**src/rtl/mat_pkg.sv**
```systemverilog
// Shared constants, kernel geometry and types for the 27-tap diamond fetch path.
package mat_pkg;

    localparam int MAT_TAPS  = 27;
    localparam int MAT_IMG_W = 180;
    localparam int MAT_IMG_H = 120;
    localparam int MAT_IDX_W = 5;

    // Diamond kernel offsets by tap index; tap 0 is the reference pixel itself.
    localparam logic signed [3:0] TAP_DX [MAT_TAPS] = '{
        4'sd0,  4'sd0,
        -4'sd1, 4'sd0,  4'sd1,
        -4'sd2, -4'sd1, 4'sd0,  4'sd1,  4'sd2,
        -4'sd4, -4'sd3, -4'sd2, -4'sd1,
        4'sd1,  4'sd2,  4'sd3,  4'sd4,
        -4'sd2, -4'sd1, 4'sd0,  4'sd1,  4'sd2,
        -4'sd1, 4'sd0,  4'sd1,
        4'sd0
    };

    localparam logic signed [3:0] TAP_DY [MAT_TAPS] = '{
        4'sd0,  -4'sd3,
        -4'sd2, -4'sd2, -4'sd2,
        -4'sd1, -4'sd1, -4'sd1, -4'sd1, -4'sd1,
        4'sd0,  4'sd0,  4'sd0,  4'sd0,
        4'sd0,  4'sd0,  4'sd0,  4'sd0,
        4'sd1,  4'sd1,  4'sd1,  4'sd1,  4'sd1,
        4'sd2,  4'sd2,  4'sd2,
        4'sd3
    };

    typedef enum logic [1:0] {
        ST_IDLE  = 2'd0,
        ST_ISSUE = 2'd1,
        ST_DRAIN = 2'd2,
        ST_DONE  = 2'd3
    } matState_t;

    typedef struct packed {
        logic                 valid;
        logic                 inb;
        logic [MAT_IDX_W-1:0] idx;
    } matPipe_t;

endpackage

```
**src/rtl/mat_rd_pipe.sv**
```systemverilog
// Tap metadata delay line that tracks each issued tap until its SRAM data returns.
module mat_rd_pipe
    import mat_pkg::*;
#(
    parameter int DEPTH = 2
) (
    input  logic     clk,
    input  logic     resetn,
    input  matPipe_t pipeIn,
    output matPipe_t pipeOut
);

    matPipe_t stage [DEPTH];

    always_ff @(posedge clk or negedge resetn) begin
        if (!resetn) begin
            for (int i = 0; i < DEPTH; i++) begin
                stage[i] <= '0;
            end
        end else begin
            stage[0] <= pipeIn;
            for (int i = 1; i < DEPTH; i++) begin
                stage[i] <= stage[i-1];
            end
        end
    end

    assign pipeOut = stage[DEPTH-1];

endmodule

```
**src/rtl/mat_tap_fetch.sv**
```systemverilog
// Walks the 27 kernel taps around a reference pixel, reads in-bounds taps from
// the frame-buffer SRAM and writes every tap (zero when off-image) in index order.
module mat_tap_fetch
    import mat_pkg::*;
#(
    parameter int IMG_W  = MAT_IMG_W,
    parameter int IMG_H  = MAT_IMG_H,
    parameter int ADDR_W = 15,
    parameter int DATA_W = 16,
    parameter int RD_LAT = 2
) (
    input  logic              clk,
    input  logic              resetn,
    input  logic              start,
    input  logic [7:0]        ref_x,
    input  logic [6:0]        ref_y,
    output logic              busy,
    output logic              done,
    output logic [ADDR_W-1:0] sram_addr,
    output logic              sram_rd,
    input  logic [DATA_W-1:0] sram_data,
    output logic              tap_we,
    output logic [4:0]        tap_idx,
    output logic [DATA_W-1:0] tap_data,
    output matState_t         dbgState
);

    // Request handshake: start is a single-cycle request that is taken only
    // while the FSM sits in ST_IDLE (busy=0, done=0); any other start is dropped.
    // The request completes with exactly 27 tap_we beats and one done pulse.

    localparam logic [ADDR_W-1:0]   IMG_W_A  = ADDR_W'(IMG_W);
    localparam logic signed [10:0]  IMG_W_S  = 11'(IMG_W);
    localparam logic signed [9:0]   IMG_W_P  = 10'(IMG_W);
    localparam logic signed [9:0]   IMG_H_P  = 10'(IMG_H);
    localparam logic [4:0]          LAST_TAP = 5'(MAT_TAPS - 1);
    localparam logic [2:0]          DRAIN_LAST = 3'(RD_LAT);

    matState_t state, nextState;
    logic [4:0]  tapK, tapKNext;
    logic [2:0]  drainCnt, drainCntNext;
    logic        issue;
    logic [4:0]  issueIdx;

    logic [7:0]        refXQ, curX;
    logic [6:0]        refYQ, curY;
    logic [ADDR_W-1:0] baseQ, curBase, tapAddr;
    logic signed [3:0] dx, dy;
    logic signed [10:0] dxSx, dySx, tapOff;
    logic signed [9:0] posX, posY;
    logic              refOk, tapInb;

    matPipe_t pipeIn, pipeOut;

    always_comb begin
        nextState    = state;
        tapKNext     = tapK;
        drainCntNext = drainCnt;
        issue        = 1'b0;
        issueIdx     = '0;
        case (state)
            ST_IDLE: begin
                // Tap 0 is launched on the accepting edge so reads start the next cycle.
                if (start) begin
                    nextState = ST_ISSUE;
                    tapKNext  = 5'd1;
                    issue     = 1'b1;
                end
            end
            ST_ISSUE: begin
                issue    = 1'b1;
                issueIdx = tapK;
                tapKNext = tapK + 5'd1;
                if (tapK == LAST_TAP) begin
                    nextState    = ST_DRAIN;
                    drainCntNext = '0;
                end
            end
            ST_DRAIN: begin
                if (drainCnt == DRAIN_LAST) begin
                    nextState = ST_DONE;
                end else begin
                    drainCntNext = drainCnt + 3'd1;
                end
            end
            ST_DONE: nextState = ST_IDLE;
            default: nextState = ST_IDLE;
        endcase
    end

    // In IDLE the geometry is taken straight from the request so tap 0 needs no extra cycle.
    always_comb begin
        curX    = (state == ST_IDLE) ? ref_x : refXQ;
        curY    = (state == ST_IDLE) ? ref_y : refYQ;
        curBase = (state == ST_IDLE) ? (ADDR_W'(ref_y) * IMG_W_A + ADDR_W'(ref_x)) : baseQ;
        dx      = TAP_DX[issueIdx];
        dy      = TAP_DY[issueIdx];
        dxSx    = 11'(dx);
        dySx    = 11'(dy);
        tapOff  = dySx * IMG_W_S + dxSx;
        tapAddr = curBase + ADDR_W'(tapOff);
        posX    = $signed({2'b00, curX}) + 10'(dx);
        posY    = $signed({3'b000, curY}) + 10'(dy);
        refOk   = ($signed({2'b00, curX}) < IMG_W_P) && ($signed({3'b000, curY}) < IMG_H_P);
        tapInb  = refOk && (posX >= 10'sd0) && (posX < IMG_W_P)
                        && (posY >= 10'sd0) && (posY < IMG_H_P);
    end

    always_ff @(posedge clk or negedge resetn) begin
        if (!resetn) begin
            state     <= ST_IDLE;
            tapK      <= '0;
            drainCnt  <= '0;
            refXQ     <= '0;
            refYQ     <= '0;
            baseQ     <= '0;
            busy      <= 1'b0;
            done      <= 1'b0;
            sram_rd   <= 1'b0;
            sram_addr <= '0;
        end else begin
            state    <= nextState;
            tapK     <= tapKNext;
            drainCnt <= drainCntNext;
            if (state == ST_IDLE && start) begin
                refXQ <= ref_x;
                refYQ <= ref_y;
                baseQ <= curBase;
            end
            busy    <= (nextState == ST_ISSUE) || (nextState == ST_DRAIN);
            done    <= (nextState == ST_DONE);
            sram_rd <= issue && tapInb;
            if (issue && tapInb) begin
                sram_addr <= tapAddr;
            end
        end
    end

    assign pipeIn = '{valid: issue, inb: tapInb, idx: issueIdx};

    mat_rd_pipe #(
        .DEPTH (RD_LAT)
    ) uPipe (
        .clk     (clk),
        .resetn  (resetn),
        .pipeIn  (pipeIn),
        .pipeOut (pipeOut)
    );

    always_ff @(posedge clk or negedge resetn) begin
        if (!resetn) begin
            tap_we   <= 1'b0;
            tap_idx  <= '0;
            tap_data <= '0;
        end else begin
            tap_we <= pipeOut.valid;
            if (pipeOut.valid) begin
                tap_idx  <= pipeOut.idx;
                tap_data <= pipeOut.inb ? sram_data : '0;
            end
        end
    end

    assign dbgState = state;

endmodule

```
**config.mk**
```make
export PLATFORM = sky130hd
export DESIGN_NAME = mat_tap_fetch
export DESIGN_NICKNAME = d
export VERILOG_FILES = /design/src/rtl/mat_pkg.sv /design/src/rtl/mat_rd_pipe.sv /design/src/rtl/mat_tap_fetch.sv
export SDC_FILE = /design/constraint.sdc
export NUM_CORES = 1
export LEC_CHECK = 0
export BUFFER_PORTS_ARGS = -buffer_cell sky130_fd_sc_hd__buf_2
export CORE_ASPECT_RATIO = 2
export CORE_MARGIN = 2
export CORE_UTILIZATION = 60
export DETAILED_ROUTE_END_ITERATION = 7
export PLACE_DENSITY_LB_ADDON = 0.25
export SLEW_MARGIN = 20
export SYNTH_ARGS = -nofsm -noshare
export SYNTH_HDL_FRONTEND = slang
export SYNTH_SLANG_ARGS = --single-unit
```
**constraint.sdc**
```tcl
create_clock -name clk -period 7.17 [get_ports clk]
set_input_delay 1.7925 -clock clk [delete_from_list [all_inputs] [get_ports clk]]
set_output_delay 1.7925 -clock clk [all_outputs]
set_load 0.03 [all_outputs]
```
==> metrics.txt, run 1 <==
status completed; cells after synthesis 773; Area contributors post-synth dfrtp_1 33%, ha_1 16%, nand2_1 5.8%; total number of vias 5831; antenna cells 0; Die Area 12800 um2; Crit. End Element register; final hold vios 0; Syn Std Cell Area 7100 um2; GR Overflow Total 0; CP max FO 9; hold worst-path end uPipe.pipeOut[3]; Final GP Congestion 0.912; initial antenna violation count 0; Yosys reg bits 94; largest net degree at the start of global routing 78; final setup violation count 0; sequential area share after synthesis 33.1%; EDFF count, synth 0; clk root buf clkbuf_16; Top FF cell, synth dfrtp_1; Fin Setup TNS 0 ns; Avg Inst Size Synth 9.19 um2; Post-synth top cells 110 x nand2_1, 94 x dfrtp_1, 89 x ha_1; Cell variety after synth 65; unrepaired setup endpoints after global routing false; count of final max-slew check failures 0; Final min period 6.69 ns; Clk pin slew, worst setup/hold paths 0.07 ns; PnR worst setup slack 0.477 ns; initial core utilization 61.0%; initial drt markers 237; Rel. slew slack 31.0%; CP Launch Type register; Hold Path Depth 0; clock tree buffer depth 2; reg2reg path depth 25; asr flop ratio synth 100%; Hold-fix buffers, CTS 0; Crit Reg-Reg Startpoint dbgState[0]; TritonCTS clock tree done; Place WS 0.180 ns; Layout area overhead 11.3%; Via-to-Cell Ratio 5.88; Ys Warns 0; period utilisation layout 93.3%; H-Tree Depth 3; fmax 149 MHz; clk_skew 0.00767 ns; HPWL Detailed 13.0 mm; # DRC 0; first-pass GRT wire length 27.3 mm; fraction of layout cells with a size suffix above 1 17.3%; row cnt 56; Global Route Usage Sum 27.4%; CTS Sinks 94; Synth top area share 33.1%; Syn Nets 908; vias in the first global route 5972; Die W 80.9 um; r2r endpoint sram_addr[14]; CTS buffer count 9; Placed Area 7610 um2; Detailed Routing Iterations Pass 1 5; post-synth top area cell dfrtp_1; WL/cell 16.6 um; max-cap check violation count 0; worst-skew pair later-pin latency 0.35 ns; Worst Tran Pin Value 1.04 ns; R2R setup slack 0.48 ns; Resize count post-CTS 0; crit path kind register to register; Hold Path Origin uPipe.stage[10]; worst hold slack 0.347 ns; Finished Cell Area 7900 um2; count leader, synth nand2_1; I/O Buffers 75; IO Count 76; fin nets 976; worst min-delay path class register to register; Worst EP required 7.41 ns; core footprint 11600 um2; antenna viol nets, final 0; WL final 16.5 mm; Critical Path AT 6.94 ns; die span in y 158 um; setup bufs post-CTS 0
==> layer usage <==
| metal | global-route usage [%] | share of wire, % | vias up |
|---|---|---|---|
| li1 | - | - | 2809 |
| met1 | 27.2 | 35 | 2789 |
| met2 | 51.3 | 55 | 174 |
| met3 | 3.76 | 3.7 | 59 |
| met4 | 17.5 | 6.1 | 0 |
| met5 | 0 | 0 | - |
==> final cells by class <==
type | instances | area, um2
Tap cell | 145 | 181
Clock buffer | 9 | 225
Inverter | 66 | 248
Multi-Input combinational cell | 587 | 4390
Fill cell | 937 | 3730
Clock inverter | 7 | 68.8
Sequential cell | 94 | 2350
Timing Repair Buffer | 83 | 438
==> how the worst max path moves through the flow <==
stage | startpoint | end | slack (ns) | depth (start not counted)
after global routing | dbgState[0] | sram_addr[14] | 0.04 | 25
after CTS | dbgState[0] | sram_addr[14] | 0.53 | 25
final | dbgState[0] | sram_addr[14] | 0.48 | 25
after global placement | ref_y[2] | sram_addr[14] | 0.35 | 25
after floorplan | ref_y[2] | sram_addr[14] | 0.80 | 24
after detailed placement | ref_y[2] | sram_addr[14] | 0.18 | 24
==> per-stage QoR <==
stage	utilization [%]	cells
global route	68.0	991
floorplan	-	773
finish	68.0	991
CTS	68.0	991
global placement	65.4	975
detailed placement	65.4	975
==> placed cells by master (no fill, tap or decap), types with 11 or more instances in the layout <==
cell	n
nand2_1	110
dfrtp_1	94
ha_1	89
buf_2	74
inv_1	66
o21ai_0	63
a21oi_1	40
xnor2_1	34
nand3_1	34
nor2_1	28
mux2_2	28
xor2_1	18
fa_1	12
nor3_1	11
==> sequential cells by signal (all words and copies together), names as in the netlist <==
register,cells
busy,1
sram_rd,1
baseQ,15
refYQ,7
sram_addr,15
drainCnt,3
refXQ,8
dbgState,2
uPipe.stage,7
tap_idx,5
uPipe.pipeOut,7
done,1
tap_we,1
tap_data,16
tapK,5
==> worst max-delay path: stages, from the launching register on <==
cell and delay [ns]:
dfrtp_1 0.54, nor2b_1 0.60, nand2_1 0.33, inv_1 0.24
ha_1 0.19, nand3b_1 0.07, o211ai_1 0.13, a21oi_1 0.28
ha_1 0.37, ha_1 0.19, or2_2 0.29, ha_1 0.28
ha_1 0.34, and2_1 0.18, o21ai_0 0.27, nand3_1 0.14
xor2_1 0.17, ha_1 0.38, nand2_1 0.09, o21ai_0 0.36
nand2_1 0.17, a2111oi_4 0.24, a2111oi_2 0.12, o31ai_2 0.25
xnor2_1 0.11, mux2_2 0.26
==> logic make-up after synthesis <==
| group | Yosys count | synth area share, % |
|---|---|---|
| flops | 94 | 33.1 |
| buf+inv | 92 | 5.04 |
| simple gates | 226 | 14.7 |
| mux | 40 | 6.26 |
| fa+ha+maj | 101 | 19.1 |
| compound gates | 167 | 15.0 |
| xor+xnor | 53 | 6.75 |
Power of run 1 is left out: the tool's default activity adds up to more than one toggle a clock period on the data nets, which glitch-free logic cannot reach.
==> run 2, diff against run 1 <==
==> constraint.sdc (replaced) <==
create_clock -name clk -period 7.17 [get_ports clk]
set_input_delay 0.3585 -clock clk [delete_from_list [all_inputs] [get_ports clk]]
set_output_delay 0.3585 -clock clk [all_outputs]
set_load 0.03 [all_outputs]
==> run 2 against run 1 <==
  * Global-route usage down 0.50 points
  * Sequential cell count unchanged
  * Via count down 2.5%
  * Routed wire length fell by 1.7%
  * Worst setup slack improved by 0.41 ns
  * Clock skew fell by 0.0014 ns
  * Critical path type unchanged
  * Highest routed layer unchanged
  * Critical path depth did not move
  * Register-to-register slack gained 0.41 ns
  * Final area grew 0.44%
  * Core utilization rose by 0.30 points
  * Cell count is 0.20% lower
  * Die area unchanged
==> metrics.txt, run 2 (synthesized netlist as in run 1, its figures left out) <==
clock tree buffer depth 2; unrepaired setup endpoints after global routing false; worst min-delay path class input port to register; Global Route Usage Sum 26.9%; count of final max-slew check failures 0; status completed; r2r endpoint sram_addr[14]; fmax 159 MHz; most frequent cells in the layout 110 x nand2_1, 94 x dfrtp_1, 89 x ha_1; worst-skew pair later-pin latency 0.35 ns; Clk pin slew, worst setup/hold paths 0.07 ns; Detailed Routing Iterations Pass 1 5; Final GP Congestion 0.899; Crit Reg-Reg Startpoint dbgState[0]; CTS Sinks 94; biggest regs tap_data (16), baseQ (15), sram_addr (15); antenna cells 0; clk_skew 0.00625 ns; # DRC 0; Fin Setup TNS 0 ns; vias in the first global route 5840; Final min period 6.29 ns; Layout area overhead 11.8%; Rel. slew slack 30.5%; HPWL Detailed 12.8 mm; final hold vios 0; crit path kind register to register; I/O Buffers 75; first-pass GRT wire length 26.7 mm; Crit. End Element register; last element of the critical path sram_addr[14]; CP Launch Type register; row cnt 56; CTS buffer count 9; Critical Path AT 6.53 ns; Worst EP required 7.41 ns; TritonCTS clock tree done; Worst Tran Pin Value 1.04 ns; total number of vias 5686; GR Overflow Total 0; setup bufs post-CTS 0; largest reg by FF count tap_data; fraction of layout cells with a size suffix above 1 17.1%; CP max FO 11; antenna viol nets, final 0; Fillers 957; WL/cell 16.4 um; H-Tree Depth 3; initial drt markers 201; Via-to-Cell Ratio 5.75; IO Count 76; final setup violation count 0; die span in y 158 um; Largest register FFs 16; period utilisation layout 87.7%; clk root buf clkbuf_16; max-cap check violation count 0; core footprint 11600 um2; initial antenna violation count 0; Die W 80.9 um; Die Area 12800 um2; R2R setup slack 0.88 ns; commonest non-fill, non-tap cell in the layout nand2_1; reg2reg path depth 25; initial core utilization 61.0%; largest net degree at the start of global routing 78; Setup crit start dbgState[0]; fin nets 974; WL final 16.2 mm
==> run 2: changes by cell type in the layout (fill, tap and decap cells not counted), sizes merged <==
cell	delta
buf	-3
inv	-1
clkinv	+1
clkinvlp	-1
dlygate4sd3	+1
bufinv	+1
==> run 2: metrics by stage <==
| stage | setup WS [ns] | utilization [%] | hold WS [ns] | instance area [um2] | instances |
|---|---|---|---|---|---|
| final | 0.883 | 68.3 | 0.242 | 7940 | 989 |
| after global routing | 0.273 | 68.3 | 0.262 | 7940 | 989 |
| after CTS | 0.570 | 68.0 | 0.239 | 7910 | 988 |
| after detailed placement | 0.634 | 65.2 | 0.237 | 7580 | 971 |
| after global placement | 0.918 | 65.2 | 0.236 | 7580 | 971 |
| after floorplan | 1.46 | - | 0.0629 | 7100 | 773 |
==> run 2: how the worst min path moves through the flow <==
stage	start	end	slack, ns	cells past startpoint
after global routing	sram_data[4]	tap_data[4]	0.26	3
after CTS	sram_data[1]	tap_data[1]	0.24	3
after floorplan	resetn	baseQ[0]	0.06	0
after detailed placement	resetn	uPipe.pipeOut[0]	0.24	1
after global placement	resetn	tap_idx[0]	0.24	1
final	sram_data[1]	tap_data[1]	0.24	3
==> run 2: per-layer routing <==
metal | vias up | routed length [um] | GRT usage, %
met3 | 47 | 473 | 2.74
met2 | 133 | 9140 | 52.2
met5 | - | 0 | 0
li1 | 2804 | - | -
met1 | 2702 | 5840 | 26.7
met4 | 0 | 739 | 14.8
==> run 2: worst max-delay path: stages (launching register included) <==
cell	delay, ns
dfrtp_1	0.48
nor2b_2	0.27
nand2_1	0.17
inv_1	0.16
ha_1	0.23
nand3b_1	0.07
o211ai_1	0.12
a21oi_1	0.64
ha_1	0.36
ha_1	0.19
or2_2	0.29
ha_1	0.28
ha_1	0.33
a21oi_1	0.24
o21ai_0	0.12
a21oi_1	0.18
xnor2_1	0.16
ha_1	0.31
a21oi_1	0.15
o21ai_0	0.16
and2_1	0.21
o2111a_1	0.12
a2111oi_2	0.40
o31ai_2	0.12
xnor2_1	0.13
mux2_2	0.26
==> run 2: what timing repair did <==
action / CTS / global route
endpoints found under the hold margin: 17 / 0
setup endpoints to repair: 0 / 1
hold buffers: 1 / 0
gates resized for setup: 0 / 1
==> run 2: cell type report <==
cell class | count | area, um2 | area share [%]
clock buffers | 9 | 225 | 2.84
clock inverters | 7 | 93.8 | 1.18
flip-flops and latches | 94 | 2350 | 29.6
inverters | 66 | 248 | 3.12
repair buffers | 81 | 445 | 5.61
well taps | 145 | 181 | 2.29
multi-input cells | 587 | 4390 | 55.3
Power of run 2 is left out for the same reason.
